$ cat src/rtl/fft32_sdf_ctrl.sv
// Sequencing controller for a 32-point radix-2 DIF SDF FFT: frames incoming samples,
// tracks each one through the five delay-feedback stages and derives selects, twiddles and output index.
module fft32_sdf_ctrl #(
  parameter int N_STAGE = 5,
  parameter int STG_LAT = 1
) (
  input  logic                       clk,
  input  logic                       rst_n,
  input  logic                       in_valid,
  output logic [N_STAGE-1:0]         stage_sel,
  output logic [N_STAGE-2:0]         tw_en,
  output logic [4*(N_STAGE-1)-1:0]   tw_addr,
  output logic                       out_valid,
  output logic [N_STAGE-1:0]         out_idx,
  output logic                       frame_done,
  output logic                       frame_err,
  output logic                       busy
);

  localparam int FW = N_STAGE - 1;

  function automatic int dly(input int s);
    return (1 << N_STAGE) >> (s + 1);
  endfunction

  function automatic int off(input int s);
    int o;
    o = 0;
    for (int j = 0; j < s; j++) o += dly(j) + STG_LAT;
    return o;
  endfunction

  localparam int DEPTH = off(N_STAGE - 1) + dly(N_STAGE - 1) + 1;

  logic [N_STAGE-1:0] cnt_reg;
  logic               err_reg;
  logic [DEPTH:1]     trk_v_reg;
  logic [N_STAGE-1:0] trk_c_reg [1:DEPTH];
  logic               abort;

  // A gap is only legal on a frame boundary; anywhere else it kills everything in flight.
  assign abort = ~in_valid & (cnt_reg != '0);

  always_ff @(posedge clk or negedge rst_n) begin
    if (!rst_n) begin
      cnt_reg   <= '0;
      err_reg   <= 1'b0;
      trk_v_reg <= '0;
    end else begin
      err_reg <= abort;
      if (abort) begin
        cnt_reg   <= '0;
        trk_v_reg <= '0;
      end else begin
        if (in_valid) cnt_reg <= cnt_reg + 1'b1;
        trk_v_reg <= {trk_v_reg[DEPTH-1:1], in_valid};
      end
    end
  end

  always_ff @(posedge clk or negedge rst_n) begin
    if (!rst_n) begin
      for (int i = 1; i <= DEPTH; i++) trk_c_reg[i] <= '0;
    end else begin
      trk_c_reg[1] <= cnt_reg;
      for (int i = 2; i <= DEPTH; i++) trk_c_reg[i] <= trk_c_reg[i-1];
    end
  end

  genvar gi;
  generate
    for (gi = 0; gi < N_STAGE; gi++) begin : g_sel
      localparam int OFF = off(gi);
      if (OFF == 0) begin : g_tap0
        assign stage_sel[gi] = in_valid & cnt_reg[N_STAGE-1-gi];
      end else begin : g_tapk
        assign stage_sel[gi] = trk_v_reg[OFF] & trk_c_reg[OFF][N_STAGE-1-gi];
      end
    end

    // Twiddle is applied to the difference path as it leaves the stage's delay line.
    for (gi = 0; gi < N_STAGE - 1; gi++) begin : g_tw
      localparam int TAP = off(gi) + dly(gi);
      localparam logic [FW-1:0] LO_MASK = {FW{1'b1}} >> gi;
      logic [FW-1:0] lo;
      assign lo                 = trk_c_reg[TAP][FW-1:0] & LO_MASK;
      assign tw_en[gi]          = trk_v_reg[TAP] & ~trk_c_reg[TAP][N_STAGE-1-gi];
      assign tw_addr[FW*gi +: FW] = tw_en[gi] ? (lo << gi) : '0;
    end

    for (gi = 0; gi < N_STAGE; gi++) begin : g_idx
      assign out_idx[gi] = trk_v_reg[DEPTH] & trk_c_reg[DEPTH][N_STAGE-1-gi];
    end
  endgenerate

  assign out_valid  = trk_v_reg[DEPTH];
  assign frame_done = trk_v_reg[DEPTH] & (&trk_c_reg[DEPTH]);
  assign frame_err  = err_reg;
  assign busy       = (|trk_v_reg) | (|cnt_reg);

endmodule

$ cat config.mk
export PLATFORM = sky130hd
export DESIGN_NAME = fft32_sdf_ctrl
export DESIGN_NICKNAME = d
export VERILOG_FILES = /design/src/rtl/fft32_sdf_ctrl.sv
export SDC_FILE = /design/constraint.sdc
export NUM_CORES = 1
export LEC_CHECK = 0
export ABC_AREA = 1
export BUFFER_PORTS_ARGS = -buffer_cell sky130_fd_sc_hd__buf_4
export CORE_MARGIN = 2
export CORE_UTILIZATION = 37
export CTS_BUF_LIST = sky130_fd_sc_hd__clkbuf_4
export CTS_CLUSTER_DIAMETER = 60
export DETAILED_ROUTE_END_ITERATION = 10
export PLACE_DENSITY = 0.63
export SYNTH_ARGS = -nofsm -noshare
export SYNTH_HDL_FRONTEND = slang
export SYNTH_SLANG_ARGS = --single-unit
$ cat constraint.sdc
create_clock -name clk -period 1.5 [get_ports clk]
set_input_delay 0.075 -clock clk [delete_from_list [all_inputs] [get_ports clk]]
set_output_delay 0.075 -clock clk [all_outputs]
set_load 0.01 [all_outputs]
=== After elaboration in Yosys (flattened, before gate mapping) ===
Index checks and enable logic that the tools add are counted.

* Register bits after elaboration: 222
* Latch bits: 0
* Memory bits (writable): 0
* Memory bits (read-only): 0
* Output and inout port bits: 34
* Memories kept: 0

* Add/sub/neg operators: 1
* Multiply operators: 0
* Div/mod/pow operators: 0
* Magnitude comparators: 0
* Equality and inequality tests: 0
* Shifts and indexed selects: 0
* Multiplexer cells: 7
* Bitwise gates (word level): 22
* Reduce and logical (&&, ||, !) cells: 5

{| class="wikitable"
|+ Operator list
! operator !! count
|-
| 2-to-1 mux 36 bit || 1
|-
| OR reduction 36 bit || 1
|-
| AND 1 bit || 16
|-
| 2-to-1 mux 4 bit || 4
|-
| 2-to-1 mux 5 bit || 2
|-
| adder 5 x 1 -> 5 bit (second input constant) || 1
|-
| NOT 1 bit || 5
|-
| AND reduction 5 bit || 1
|-
| nonzero test 5 bit || 1
|-
| OR reduction 5 bit || 1
|-
| nonzero test 2 bit || 1
|-
| OR 1 bit || 1
|}

=== Depth between registers and ports, before layout ===
Gate-level depths: netlist (run 1).

* Depth in word-level cells: 3
* Mapped depth: 7
* Depth with buffers taken out: 7

=== Worst setup path before layout (run 1) ===
OpenSTA, ideal clock, no wires.

* Path type: register -> register
* Start: reg cnt_reg[0]
* End: reg trk_v_reg[31] (netlist bit)
* Library setup time: 118 ps
* Arrival: 1,105 ps
* Required time: 1,382 ps
* Path slack: 277 ps
* Cell stages (with the launch flop): 8
* Path buffers: 1
* Clock period less this slack: 1,223 ps
* Cells stage by stage: dfrtp_1 inv_1 ha_1 nand2_1 nor2_4 nor2_8 buf_6 nor2_1

* Word-level cells in the longest chain between the ends: 3

{| class="wikitable"
|+ Ends and longest elaborated chain
! element !! RTL line !! RTL
|-
| start: declaration || 35 || <nowiki>logic [N_STAGE-1:0] cnt_reg;</nowiki>
|-
| start signal: assignment || 55 || <nowiki>if (in_valid) cnt_reg <= cnt_reg + 1'b1;</nowiki>
|-
| nonzero test 5 bit || 42 || <nowiki>assign abort = ~in_valid & (cnt_reg != '0);</nowiki>
|-
| AND 1 bit || 42 ||
|-
| net abort || 39 || <nowiki>logic abort;</nowiki>
|-
| 2-to-1 mux 36 bit || 51 || <nowiki>if (abort) begin</nowiki>
|-
| end signal: assignment || 56 || <nowiki>trk_v_reg <= {trk_v_reg[DEPTH-1:1], in_valid};</nowiki>
|-
| end: declaration || 37 || <nowiki>logic [DEPTH:1] trk_v_reg;</nowiki>
|}

The timed path passes the listed nets, and every way through them passes these cells.
A chain may end at the register's enable or synchronous reset.

=== Worst setup path in the final report (run 1) ===
* Start: reg cnt_reg[1]
* End: out busy

* Word-level cells in the longest chain between the ends: 2

{| class="wikitable"
|+ Ends and longest elaborated chain
! element !! RTL line !! RTL
|-
| OR reduction 5 bit || 99 || <nowiki>assign busy = (|trk_v_reg) | (|cnt_reg);</nowiki>
|-
| OR 1 bit || 99 ||
|-
| end: declaration || 17 || <nowiki>output logic busy</nowiki>
|}

No other way between the ends.

==> results of run 1 <==
-- per-stage QoR --
step                      hold WS, ps  worst slack (ps)
after detailed placement         33.1               148
after CTS                         164              -448
after global routing              170              -518
after global placement           22.4               172
final                             224              -322
after floorplan                  -221               277
-- worst max-delay path by stage --
| stage | endpoint | startpoint | cells after the start |
|---|---|---|---|
| final | busy | cnt_reg[1] | 8 |
| after CTS | busy | cnt_reg[0] | 8 |
| after global routing | busy | cnt_reg[0] | 8 |
| after floorplan | trk_v_reg[31] | cnt_reg[0] | 7 |
| after global placement | busy | cnt_reg[0] | 8 |
| after detailed placement | trk_v_reg[4] | cnt_reg[0] | 6 |
-- layer usage --
metal | part of all wire [%] | vias to the layer above
met2 | 45 | 70
met4 | 2.5 | 0
li1 | - | 1417
met3 | 5.1 | 24
met5 | 0 | -
met1 | 47 | 1532
-- critical path: cells and delay by family (launching register included) --
family	cells	cell delay [ps]
fa+ha+maj	1	170
buf+inv	2	180
flops	1	380
simple gates	5	410
-- power by group --
group / leakage, nW / internal, mW / switching (mW) / total, mW
combinational: 0.686 / 0.263 / 0.457 / 0.720
clock: 0.385 / 2.41 / 2.12 / 4.53
sequential: 2.97 / 7.06 / 0.369 / 7.43
-- cells by family after synthesis --
logic type	after synthesis	share of synthesized area (%)
AO/OA/AOI/OAI	5	0.393
flip-flops	222	87.2
buffers and inverters	71	4.91
adder cells (fa/ha/maj)	2	0.393
AND/OR/NAND/NOR	104	6.88
other	1	0.0589
XOR/XNOR	1	0.138
-- Yosys cell counts --
library cell / instances
a21oi_1: 2
buf_2: 1
buf_4: 6
buf_6: 3
clkbuf_1: 1
clkinv_1: 1
conb_1: 1
dfrtp_1: 222
ha_1: 2
inv_1: 58
inv_2: 1
nand2_1: 22
nand3_1: 3
nand4_1: 3
nor2_1: 70
nor2_4: 1
nor2_8: 1
nor3_1: 1
nor3b_1: 3
o21ai_0: 3
xnor2_1: 1
-- timing repair --
item,4_1_cts,5_1_grt
gates resized for setup,19,12
hold endpoints to repair,264,0
hold buffers,3,0
setup buffers,3,5
pin swaps,3,6
endpoints found under the setup margin,18,20
-- cell type report --
type | instances | area (sq um)
clock buffer | 80 | 601
fill | 1503 | 8980
sequential | 222 | 5560
clock inverter | 11 | 41.3
inverter | 60 | 225
multi-input combinational | 118 | 577
timing repair buffer | 49 | 438
tap | 220 | 275
==> results.toml, run 1 <==
[status]
status = "finished with violations"
violations = "setup timing"

[clock_network]
clk_latency_ps = 600
cts_htree_levels = 2
cts-root-buf = "clkbuf_4"
cts.clk_slew.worst_paths_ps = 70
cts_tree = "yes"
clock_path_buffers = 3
numCtsBuffers = 52
clock_sinks = 222

[worst_hold_path]
hp-start = "in_valid"
worstHoldPathCells = 2
hold_class = "input pin to flip-flop"
hold_end = "trk_v_reg[1]"

[finish]
final_cell_area_sq_um = 7720
nets = 508
drive_gt1_share_pct = 28.3
final_common_cell = "dfrtp_1"
syn2layout_area_growth_pct = 21.2
diodes = 0
largest_reg_flops = 170
final_cell_mix = "dfrtp_1 (219), clkbuf_4 (80), nor2_1 (62)"
instances_no_fill = 760
utilization_pct = 46.2

[global_routing]
top_usage_layer = "met2"
grt_util_met2_pct = 14.9
grt.total_usage_pct = 10.5
globalRouteMet3Util_pct = 3.82
gr-usage-met1_pct = 14.4
grt_pass1_vias = 3291
antenna_found_initial = 0
grt_max_degree = 52
grt_pass1_wl_mm = 15.4
grt_overflow = 0

[worst_setup_path]
slowest_delay_ps = 380
r2r_slack_ps = 80
reg2reg_depth = 7
cp-start-kind = "flip-flop"
required_ps = 1420
path_cells = "inv_1 > ha_2 > nand2_2 > nor2_4 > nand3_2 > nor2_1 > nand2_1 > buf_6"
worstSetupEndpointType = "output port"
crit_arrival_ps = 1750
worstSetupPathType = "flip-flop to output port"
r2r-end = "trk_v_reg[7]"
worstPathMaxFanout = 2
cp_slowest_cell = "dfrtp_1"
r2r-start = "cnt_reg[1]"

[drt]
drtPass1Iterations = 4
dr_total_vias = 3043
first_iter_violations = 203
antenna_left = 0
wl_mm = 8.82
wl_per_cell_um = 11.6
viasPerCell = 4.00
drcViolationCount = 0

[place]
dp_hpwl_mm = 5.03
dp.cells = 658
place_area_sq_um = 6900
gp_congestion = 0.728
io_buffers = 30

[floorplan]
initial_core_util_pct = 38.1
core-area_sq_um = 16700
die_x_um = 135
num_rows = 47
pin_count = 37
dieArea_sq_um = 18300
die_y_um = 135

[logic_synthesis]
synth.ff_latch_count = 222
synth_area_per_cell_sq_um = 15.7
ys_types = 21
netlist_instances = 406
synth_top_area_cell = "dfrtp_1"
synthTopCellsByArea = "dfrtp_1 (87%), nor2_1 (4.1%), inv_1 (3.4%)"
synth.top_cell.area_share_pct = 87.2
syn_area_sq_um = 6370
yosys_warnings = 0
seq_area_frac_synth_pct = 87.2

[sta]
finClkSkew_ps = 21.2
rsz0062_at_grt = "yes"
fmax_mhz = 549
setup_viol = 5
final.setup.worst_slack_ps = -322
min_period_ps = 1820
finalHoldViolCount = 0
maxSlewViolCount = 0
setup-tns-final_ps = -377
fin_crit_sh_pct = 121

[pwr]
worst_ir_drop_vdd_mv = 0.857
p_per_area_nw_per_um2 = 1640
p_total_mw = 12.7
p_leak_nw = 4.04

[run]
drv_cap = 0
(Power assumes the default switching activity.)
==> run 2: changes to the inputs <==
- CORE_UTILIZATION: 37 -> 50
- PLACE_DENSITY: 0.63 -> 0.73
==> results.toml, run 2 (same netlist as run 1, synthesis figures left out) <==
[status]
status = "finished with violations"
violations = "setup timing"

[drt]
drcViolationCount = 0
viasPerCell = 4.37
dr_total_vias = 3067
drtPass1Iterations = 4
wl_per_cell_um = 13.6
first_iter_violations = 154
antenna_left = 0
wl_mm = 9.58

[clock_network]
cts_htree_levels = 2
clock_sinks = 222
cts.clk_slew.worst_paths_ps = 60
cts_tree = "yes"
clock_path_buffers = 3
clk_latency_ps = 600
cts-root-buf = "clkbuf_4"
numCtsBuffers = 51

[pwr]
cellInternalPower_mw = 9.53
p_switching_mw = 2.99
worst_ir_drop_vdd_mv = 0.896
p_per_area_nw_per_um2 = 1630
clkPwrFrac_pct = 33.6
pwr-share-comb_pct = 6.6
switching_share_pct = 23.9
p_seq_share_pct = 59.7
p_leak_nw = 4.07

[place]
dp_slack_ps = 105
io_buffers = 30
gp_congestion = 0.749
dp_hpwl_mm = 5.28
place_area_sq_um = 6830

[finish]
drive_gt1_share_pct = 30.0
seq_area_sq_um = 5560
final_cell_area_sq_um = 7670
nets = 509
fill_cells = 964
diodes = 0
syn2layout_area_growth_pct = 20.4
largest_reg_flops = 170
final_common_cell = "dfrtp_1"
utilization_pct = 61.3
multi_input_area_sq_um = 631
final_cell_mix = "dfrtp_1 (220), clkbuf_4 (71), nor2_1 (61)"

[floorplan]
dieArea_sq_um = 13700
die_y_um = 117
core-area_sq_um = 12500
num_rows = 41
initial_core_util_pct = 50.9
pin_count = 37
die_x_um = 117

[worst_setup_path]
worstSetupPathType = "flip-flop to output port"
crit_arrival_ps = 1760
required_ps = 1420
cp-start-kind = "flip-flop"
worstSetupEndpointType = "output port"
worstPathMaxFanout = 2

[global_routing]
grt_max_degree = 52
antenna_found_initial = 0
gr-usage-met1_pct = 20.0
grt_pass1_wl_mm = 15.6
grt_pass1_vias = 3311
grt_overflow = 0
grt_util_met2_pct = 23.5
globalRouteMet3Util_pct = 4.74
grt.total_usage_pct = 15.0
top_usage_layer = "met2"

[sta]
maxSlewViolCount = 0
finalHoldViolCount = 0
min_period_ps = 1830
setup_viol = 5
setup-tns-final_ps = -478
fin_crit_sh_pct = 122
finClkSkew_ps = 43.7
fmax_mhz = 546
rsz0062_at_grt = "yes"
final.setup.worst_slack_ps = -331
fin_hold_ws_ps = 276

[worst_hold_path]
hold_class = "input pin to flip-flop"

[run]
drv_cap = 0
-- run 2: cell type report --
cell class | count | area share [%]
flip-flops and latches | 222 | 72.5
multi-input cells | 119 | 8.22
clock buffers | 71 | 6.95
repair buffers | 50 | 6.20
inverters | 60 | 2.97
well taps | 172 | 2.81
clock inverters | 8 | 0.392
-- run 2: path summary, 6_finish.rpt --
check	cells past startpoint	startpoint	endpoint	slack, ps
max	8	cnt_reg[1]	busy	-330
min reg2reg	0	trk_c_reg[89]	trk_c_reg[84]	310
min in group asynchronous	3	rst_n	trk_c_reg[96]	540
max in group asynchronous	4	rst_n	trk_c_reg[44]	160
min	2	in_valid	trk_v_reg[1]	280
max reg2reg	7	cnt_reg[1]	trk_v_reg[5]	180
-- run 2: what timing repair did --
| item | 4_1_cts | 5_1_grt |
|---|---|---|
| cloned | 0 | 1 |
| setup endpoints to repair | 17 | 55 |
| hold buffers | 3 | 0 |
| endpoints found under the hold margin | 264 | 0 |
| setup buffers | 6 | 4 |
| gates resized for setup | 32 | 25 |
| pin swaps | 8 | 6 |
-- run 2: critical path, stage by stage, from the launching register on --
cell and delay [ps]:
dfrtp_1 390, inv_2 60, ha_2 160, nand2_2 70
nor2_4 100, nand3_2 80, nor2_2 120, nand2_1 80
buf_6 130
-- run 2: through the flow --
step	instances	total power, mW
finish	702	12.5
global route	702	13.2
CTS	698	12.6
detailed placement	610	8.22
global placement	610	8.13
floorplan	411	7.83
-- run 2: power groups by stage --
| stage | clock [mW] | sequential (mW) | combinational (mW) |
|---|---|---|---|
| finish | 4.21 | 7.47 | 0.832 |
| global route | 4.70 | 7.58 | 0.959 |
| CTS | 4.36 | 7.49 | 0.743 |
| detailed placement | 0 | 7.56 | 0.655 |
| global placement | 0 | 7.51 | 0.623 |
| floorplan | 0 | 7.41 | 0.423 |
-- run 2: routing by layer --
metal	wire, um	vias up
met5	0	-
met4	137	0
met3	419	16
met2	4790	70
met1	4230	1575
li1	-	1406
